File: src/rtl/fetch_controller_pkg.sv
// fetch_controller_pkg
// Shared constants for the fetch controller slice: instruction field
// positions, opcode values, FSM state encoding and a field-extract helper.
// No ports.
package fetch_controller_pkg;

  typedef logic [4:0] opcode_t;

  localparam int OPC_MSB = 31;
  localparam int OPC_LSB = 27;
  localparam int RD_MSB  = 26;
  localparam int RD_LSB  = 22;
  localparam int RS_MSB  = 21;
  localparam int RS_LSB  = 17;
  localparam int IMM_MSB = 16;
  localparam int IMM_LSB = 0;

  localparam opcode_t OP_NOP  = 5'b00100;
  localparam opcode_t OP_HALT = 5'b00110;
  localparam opcode_t OP_IN   = 5'b01100;
  localparam opcode_t OP_OUT  = 5'b01101;
  localparam opcode_t OP_BEQ  = 5'b00111;
  localparam opcode_t OP_BLT  = 5'b01000;

  localparam logic [2:0] ST_IDLE    = 3'd0;
  localparam logic [2:0] ST_FETCH   = 3'd1;
  localparam logic [2:0] ST_WAIT_IN = 3'd2;
  localparam logic [2:0] ST_HALT    = 3'd3;
  localparam logic [2:0] ST_FAULT   = 3'd4;

  function automatic opcode_t get_opcode(input logic [31:0] word);
    return word[OPC_MSB:OPC_LSB];
  endfunction

endpackage

File: src/rtl/fetch_controller_if.sv
// fetch_controller_if
// Groups the instruction-memory bus, the decode-side valid/ready buffer,
// the branch redirect and the external-input strobe.
//   imem_address/imem_data  : word address out, same-cycle read data in
//   instr_out/instr_pc      : buffered word and its fetch address
//   instr_valid/instr_ready : decode handshake
//   redirect_valid/target   : taken-branch pulse and absolute target
//   input_valid             : external input word available
// master = fetch controller, slave = memory/decode/datapath side.
interface fetch_controller_if;

  logic [31:0] imem_address;
  logic [31:0] imem_data;
  logic [31:0] instr_out;
  logic [31:0] instr_pc;
  logic        instr_valid;
  logic        instr_ready;
  logic        redirect_valid;
  logic [31:0] redirect_target;
  logic        input_valid;

  modport master (
    output imem_address, instr_out, instr_pc, instr_valid,
    input  imem_data, instr_ready, redirect_valid, redirect_target, input_valid
  );

  modport slave (
    input  imem_address, instr_out, instr_pc, instr_valid,
    output imem_data, instr_ready, redirect_valid, redirect_target, input_valid
  );

endinterface

File: src/rtl/fetch_controller_opcode_classifier.sv
// opcode_classifier
// Combinational decode of the fetched opcode into the three classes the
// fetch FSM reacts to.
//   i_opcode  : opcode field of the word on the memory bus
//   o_is_nop  : nop
//   o_is_halt : halt
//   o_is_in   : input (stalls fetch until external input arrives)
module opcode_classifier
  import fetch_controller_pkg::*;
(
  input  opcode_t i_opcode,
  output logic    o_is_nop,
  output logic    o_is_halt,
  output logic    o_is_in
);

  assign o_is_nop  = (i_opcode == OP_NOP);
  assign o_is_halt = (i_opcode == OP_HALT);
  assign o_is_in   = (i_opcode == OP_IN);

endmodule

File: src/rtl/fetch_controller.sv
// fetch_controller
// Owns the program counter, drives instruction-memory addresses and keeps a
// one-entry output buffer toward decode. Handles branch redirects, input
// stalls, halt and out-of-range fetch faults.
// Optional build macro: FETCH_NOP_SQUASH_EN -- nop words are skipped
// instead of buffered (pc still advances, one cycle per nop).
// Ports:
//   clock    : system clock, rising edge
//   reset    : synchronous, active-high
//   i_run    : leave IDLE when high
//   o_halted : halt word has been accepted by decode
//   o_fault  : out-of-range fetch seen, sticky until reset
//   bus      : fetch_controller_if.master (memory, decode, redirect, input)
//
// state      | meaning
// ST_IDLE    | waiting for run, no fetch
// ST_FETCH   | presenting pc, loading buffer when it has room
// ST_WAIT_IN | input word fetched, waiting for input_valid
// ST_HALT    | halt word fetched; halted once it handshakes
// ST_FAULT   | pc went out of range, buffer drains, no fetch
module fetch_controller
  import fetch_controller_pkg::*;
#(
  parameter int unsigned MEM_DEPTH = 31,
  parameter logic [31:0] START_PC  = 32'd0
) (
  input  logic               clock,
  input  logic               reset,
  input  logic               i_run,
  output logic               o_halted,
  output logic               o_fault,
  fetch_controller_if.master bus
);

`ifdef FETCH_NOP_SQUASH_EN
  localparam bit NOP_SQUASH = 1'b1;
`else
  localparam bit NOP_SQUASH = 1'b0;
`endif

  logic [2:0]  r_state;
  logic [31:0] r_pc;
  logic [31:0] r_instr_out;
  logic [31:0] r_instr_pc;
  logic        r_instr_valid;
  logic        r_halted;
  logic        r_fault;

  logic w_is_nop, w_is_halt, w_is_in;
  logic w_fetching, w_hs, w_oob, w_redir, w_squash, w_load;

  opcode_classifier u_classifier (
    .i_opcode  (get_opcode(bus.imem_data)),
    .o_is_nop  (w_is_nop),
    .o_is_halt (w_is_halt),
    .o_is_in   (w_is_in)
  );

  assign w_fetching = (r_state == ST_FETCH);
  assign w_hs       = r_instr_valid && bus.instr_ready;
  assign w_oob      = (r_pc >= MEM_DEPTH);
  // Once the halt word has been accepted the core is stopped for good, so
  // a late redirect must not restart fetching.
  assign w_redir    = bus.redirect_valid &&
                      (w_fetching || (r_state == ST_WAIT_IN) ||
                       ((r_state == ST_HALT) && !r_halted));
  assign w_squash   = w_fetching && !w_oob && NOP_SQUASH && w_is_nop;
  // Load when the buffer is empty or being emptied this same cycle.
  assign w_load     = w_fetching && !w_oob && !w_squash &&
                      (!r_instr_valid || w_hs);

  always_ff @(posedge clock) begin
    if (reset) begin
      r_state       <= ST_IDLE;
      r_pc          <= START_PC;
      r_instr_out   <= 32'd0;
      r_instr_pc    <= 32'd0;
      r_instr_valid <= 1'b0;
      r_halted      <= 1'b0;
      r_fault       <= 1'b0;
    end else if (w_redir) begin
      // Flush even a word handshaking this cycle; decode discards it.
      r_instr_valid <= 1'b0;
      r_pc          <= bus.redirect_target;
      r_state       <= ST_FETCH;
    end else begin
      if (w_load) begin
        r_instr_out   <= bus.imem_data;
        r_instr_pc    <= r_pc;
        r_instr_valid <= 1'b1;
        r_pc          <= r_pc + 32'd1;
      end else if (w_hs) begin
        r_instr_valid <= 1'b0;
      end
      if (w_squash) begin
        r_pc <= r_pc + 32'd1;
      end
      case (r_state)
        ST_IDLE: begin
          if (i_run) r_state <= ST_FETCH;
        end
        ST_FETCH: begin
          if (w_oob) begin
            r_state <= ST_FAULT;
            r_fault <= 1'b1;
          end else if (w_load && w_is_halt) begin
            r_state <= ST_HALT;
          end else if (w_load && w_is_in) begin
            r_state <= ST_WAIT_IN;
          end
        end
        ST_WAIT_IN: begin
          if (bus.input_valid) r_state <= ST_FETCH;
        end
        ST_HALT: begin
          // The buffered word is the halt word: no loads happen in HALT.
          if (w_hs) r_halted <= 1'b1;
        end
        ST_FAULT: begin
        end
        default: r_state <= ST_IDLE;
      endcase
    end
  end

  assign bus.imem_address = r_pc;
  assign bus.instr_out    = r_instr_out;
  assign bus.instr_pc     = r_instr_pc;
  assign bus.instr_valid  = r_instr_valid;
  assign o_halted         = r_halted;
  assign o_fault          = r_fault;

endmodule
File: src/flat_wrapper.sv
// flat-port wrapper written by rule: the top's interface ports become plain ports
module fetch_controller_flat import fetch_controller_pkg::*;
#(
  parameter int unsigned MEM_DEPTH = 31,
  parameter logic [31:0] START_PC  = 32'd0
)
  (clock, reset, i_run, o_halted, o_fault, bus_imem_address, bus_instr_out, bus_instr_pc, bus_instr_valid, bus_imem_data, bus_instr_ready, bus_redirect_valid, bus_redirect_target, bus_input_valid);
  fetch_controller_if bus_i ();
  input  logic clock;
  input  logic reset;
  input  logic i_run;
  output logic o_halted;
  output logic o_fault;
  output wire logic [$bits(bus_i.imem_address)-1:0] bus_imem_address;
  output wire logic [$bits(bus_i.instr_out)-1:0] bus_instr_out;
  output wire logic [$bits(bus_i.instr_pc)-1:0] bus_instr_pc;
  output wire logic [$bits(bus_i.instr_valid)-1:0] bus_instr_valid;
  input wire logic [$bits(bus_i.imem_data)-1:0] bus_imem_data;
  input wire logic [$bits(bus_i.instr_ready)-1:0] bus_instr_ready;
  input wire logic [$bits(bus_i.redirect_valid)-1:0] bus_redirect_valid;
  input wire logic [$bits(bus_i.redirect_target)-1:0] bus_redirect_target;
  input wire logic [$bits(bus_i.input_valid)-1:0] bus_input_valid;
  assign bus_imem_address = bus_i.imem_address;
  assign bus_instr_out = bus_i.instr_out;
  assign bus_instr_pc = bus_i.instr_pc;
  assign bus_instr_valid = bus_i.instr_valid;
  assign bus_i.imem_data = bus_imem_data;
  assign bus_i.instr_ready = bus_instr_ready;
  assign bus_i.redirect_valid = bus_redirect_valid;
  assign bus_i.redirect_target = bus_redirect_target;
  assign bus_i.input_valid = bus_input_valid;
  fetch_controller #(.MEM_DEPTH(MEM_DEPTH), .START_PC(START_PC)) u_core (.clock(clock), .reset(reset), .i_run(i_run), .o_halted(o_halted), .o_fault(o_fault), .bus(bus_i));
endmodule
File: config.mk
export PLATFORM = sky130hd
export DESIGN_NAME = fetch_controller_flat
export DESIGN_NICKNAME = d
export VERILOG_FILES = /design/src/rtl/fetch_controller_pkg.sv /design/src/rtl/fetch_controller_if.sv /design/src/rtl/fetch_controller_opcode_classifier.sv /design/src/rtl/fetch_controller.sv /design/src/flat_wrapper.sv
export SDC_FILE = /design/constraint.sdc
export NUM_CORES = 1
export LEC_CHECK = 0
export ABC_CLOCK_PERIOD_IN_PS = 3190
export BUFFER_PORTS_ARGS = -buffer_cell sky130_fd_sc_hd__buf_4
export CAP_MARGIN = 30
export CORE_MARGIN = 2
export CORE_UTILIZATION = 50
export DETAILED_ROUTE_END_ITERATION = 7
export PLACE_DENSITY_LB_ADDON = 0.08
export SETUP_SLACK_MARGIN = 0.1
export SYNTH_ARGS = -nofsm -noshare
export SYNTH_HDL_FRONTEND = slang
export SYNTH_SLANG_ARGS = --single-unit
File: constraint.sdc
create_clock -name clock -period 3.19 [get_ports clock]
set_input_delay 0.319 -clock clock [delete_from_list [all_inputs] [get_ports clock]]
set_output_delay 0.319 -clock clock [all_outputs]
set_load 0.03 [all_outputs]
==> impl_metrics.yaml <==
outcome:
  status: "complete, no violations"
finish:
  syn_to_final_growth_pct: 42.0
  multi_input_area_um2: 1550
  regArea_um2: 2040
  fill_cells: 552
  final_common_cell: "buf_4"
  nets: 616
  diodes: 0
  drive_gt1_share_pct: 35.5
  instances_no_fill: 649
  mostFrequentLayoutCells: "buf_4, dfxtp_1, nand2_1, nor2_1, mux2i_1"
floorplanning:
  initial_utilization_pct: 51.3
  coreArea_um2: 7180
  die_area_um2: 8070
  fp.dieW_um: 89.8
  io_pins: 169
  die_h_um: 89.8
  rows: 31
timing:
  rsz0062_at_grt: "no"
  drv_slew: 0
  final.setup_skew_ns: 0.0173
  hold_violations: 0
  setup_violations: 0
  timing.fmax_ghz: 0.377
  relSlewSlack_pct: 36.9
  final.period_utilization_pct: 83.1
  tns_ns: 0
  worstMarginPinSlew_ns: 0.944
  min_period_ns: 2.65
yosys:
  synth_edf_count: 0
  syn_nets: 457
  yosysTopAreaCell: "dfxtp_1"
  async_flop_share_pct: 0
  ys_seq_area_share_pct: 55.5
  avgSynthCellArea_um2: 9.54
  syn-instance-count: 386
  synthTopCellsByArea: "dfxtp_1, mux2i_1, nand2_1"
  synthFlopType: "dfxtp_1"
  synth_cell_types: 39
  mappedNetlistArea_um2: 3680
  synth_seq_cells: 102
  yosysTopAreaCellShare_pct: 55.5
  yosys_warnings: 0
placement:
  hpwlAfterDp_mm: 6.32
  dpl.cell_count: 633
  place_congestion: 0.753
  numPortBuffers: 168
clock_network:
  cts_tree: "yes"
  clkTransAtPathRegs_ns: 0.11
  htree_levels: 3
  cts_resized: 0
  numCtsBuffers: 9
  cts_hold_buf: 0
  cts.sinks: 102
  cts_buffer_depth: 2
  postCtsSetupBuffers: 0
  clk_latency_ns: 0.36
  cts_root_buf: "clkbuf_8"
global_route:
  track_usage_pct: 22.0
  grt_antenna_before_repair: 0
  grt_pass1_vias: 3106
  grt_max_degree: 77
  overflow: 0
  grt_pass1_wl_mm: 14.7
critical_path:
  crit_path_end_kind: "flop"
  reg2reg_slack_ns: 0.54
  critPathSlowestCell: "nand3_2"
  path_cells: "ha_1, and4_1, nor4_2, and3_1, nand3_2, buf_12, mux2i_1, nor2_1"
  cp_max_fo: 19
  rr_startpoint: "u_core.bus.imem_address[0]"
  startpoint_type: "flop"
  ff2ff_path_depth: 8
  cp.required_ns: 3.41
  cp_slowest_stage_delay_ns: 0.57
  path_class: "flop to flop"
  arrival_ns: 2.87
  worstReg2RegEnd: "u_core.bus.instr_out[7]"
drt:
  via_per_inst: 4.89
  routedWlPerCell_um: 13.5
  postRouteAntennaNets: 0
  met1_length_mm: 3.88
  drc: 0
  dr.pass1.iters: 4
  drt-total-wl_mm: 8.73
  maxUsedRoutingLayer: "met4"
  first_iter_violations: 106
  num_vias: 3173
  met2_length_mm: 4.12
  met3_wirelength_um: 595
job:
  drv_cap: 0
min_path:
  hp-start: "bus_imem_data[25]"
  hold_end: "u_core.bus.instr_out[25]"
  hold_path_class: "primary input to flop"
  whs_path_depth: 3
power:
  p_per_area_nw_per_um2: 619
  p_leak_uw: 0.00257
  vdd_drop_max_mv: 0.383
-- where the power goes --
| part | switching (uW) | internal, uW |
|---|---|---|
| combinational | 566 | 384 |
| clock | 489 | 318 |
| sequential | 95.1 | 1380 |
-- worst max path at each step --
stage | startpoint | to | slack [ns]
after CTS | u_core.bus.imem_address[0] | u_core.bus.instr_out[7] | 0.52
after floorplan | u_core.bus.imem_address[0] | u_core.bus.instr_pc[0] | 1.06
after global placement | u_core.bus.imem_address[0] | u_core.bus.instr_out[7] | 0.68
final | u_core.bus.imem_address[0] | u_core.bus.instr_out[7] | 0.54
after detailed placement | u_core.bus.imem_address[0] | u_core.bus.instr_out[7] | 0.54
after global routing | u_core.bus.imem_address[0] | u_core.bus.instr_pc[4] | 0.29
-- layer usage --
| layer | global-route usage, % | up-vias |
|---|---|---|
| met2 | 36.0 | 103 |
| met1 | 27.9 | 1445 |
| met4 | 7.69 | 0 |
| met3 | 6.54 | 12 |
| li1 | - | 1613 |
| met5 | 0 | - |
-- stage by stage --
stage | power, uW | cell area [um2] | hold slack, ns | utilization (%) | worst slack [ns]
global route | 3400 | 5230 | 0.177 | 72.9 | 0.286
CTS | 3270 | 5230 | 0.172 | 72.9 | 0.516
detailed placement | 2460 | 5020 | 0.445 | 70.0 | 0.536
global placement | 2440 | 5020 | 0.443 | 70.0 | 0.682
floorplan | 2130 | 3680 | 0.409 | - | 1.06
finish | 3240 | 5230 | 0.178 | 72.9 | 0.538
-- cell families after synthesis --
kind of cell	count (synthesis)	synth area share (%)
buffers and inverters	25	3.16
adders and majority gates	1	0.340
xor gates and xnor gates	2	0.476
and+or+nand+nor	170	22.4
muxes	38	10.3
AOI/OAI and AO/OA	48	7.88
DFF	102	55.5
-- critical path: cells and delay by family, from the launching register on --
family                     cells  cell delay, ns
DFF                            1            0.37
adders and majority gates      1            0.24
and+or+nand+nor                5            1.32
muxes                          1            0.18
buffers and inverters          1            0.40
-- state kept, by name, indices dropped and copies added (netlist names) --
register	count
u_core.bus.instr_pc	32
u_core.bus.imem_address	32
u_core.bus.instr_out	32
u_core.bus.instr_valid	1
u_core.o_halted	1
u_core.o_fault	1
u_core.r_state	3
-- area by class of cell --
type,instances,area share [%]
clock buffer,9,2.37
clock inverter,7,1.65
inverter,2,0.144
multi-input combinational,259,29.6
sequential,102,39.0
tap,99,2.37
timing repair buffer,171,24.8
-- cell usage after synthesis (2+ instances only) --
cell type and n:
a211oi_1 3, a21oi_1 27, a311oi_1 2, a31oi_1 3, and2_1 27, and3_1 3
and4_1 2, buf_4 6, clkbuf_1 17, dfxtp_1 102, inv_1 2, mux2i_1 38
nand2_1 58, nand2b_1 4, nand3_1 7, nor2_1 50, nor3_1 3, nor4_1 6
o21ai_0 4, o31a_1 2, or3_1 2
No activity file was read; power rests on OpenSTA's default activity.
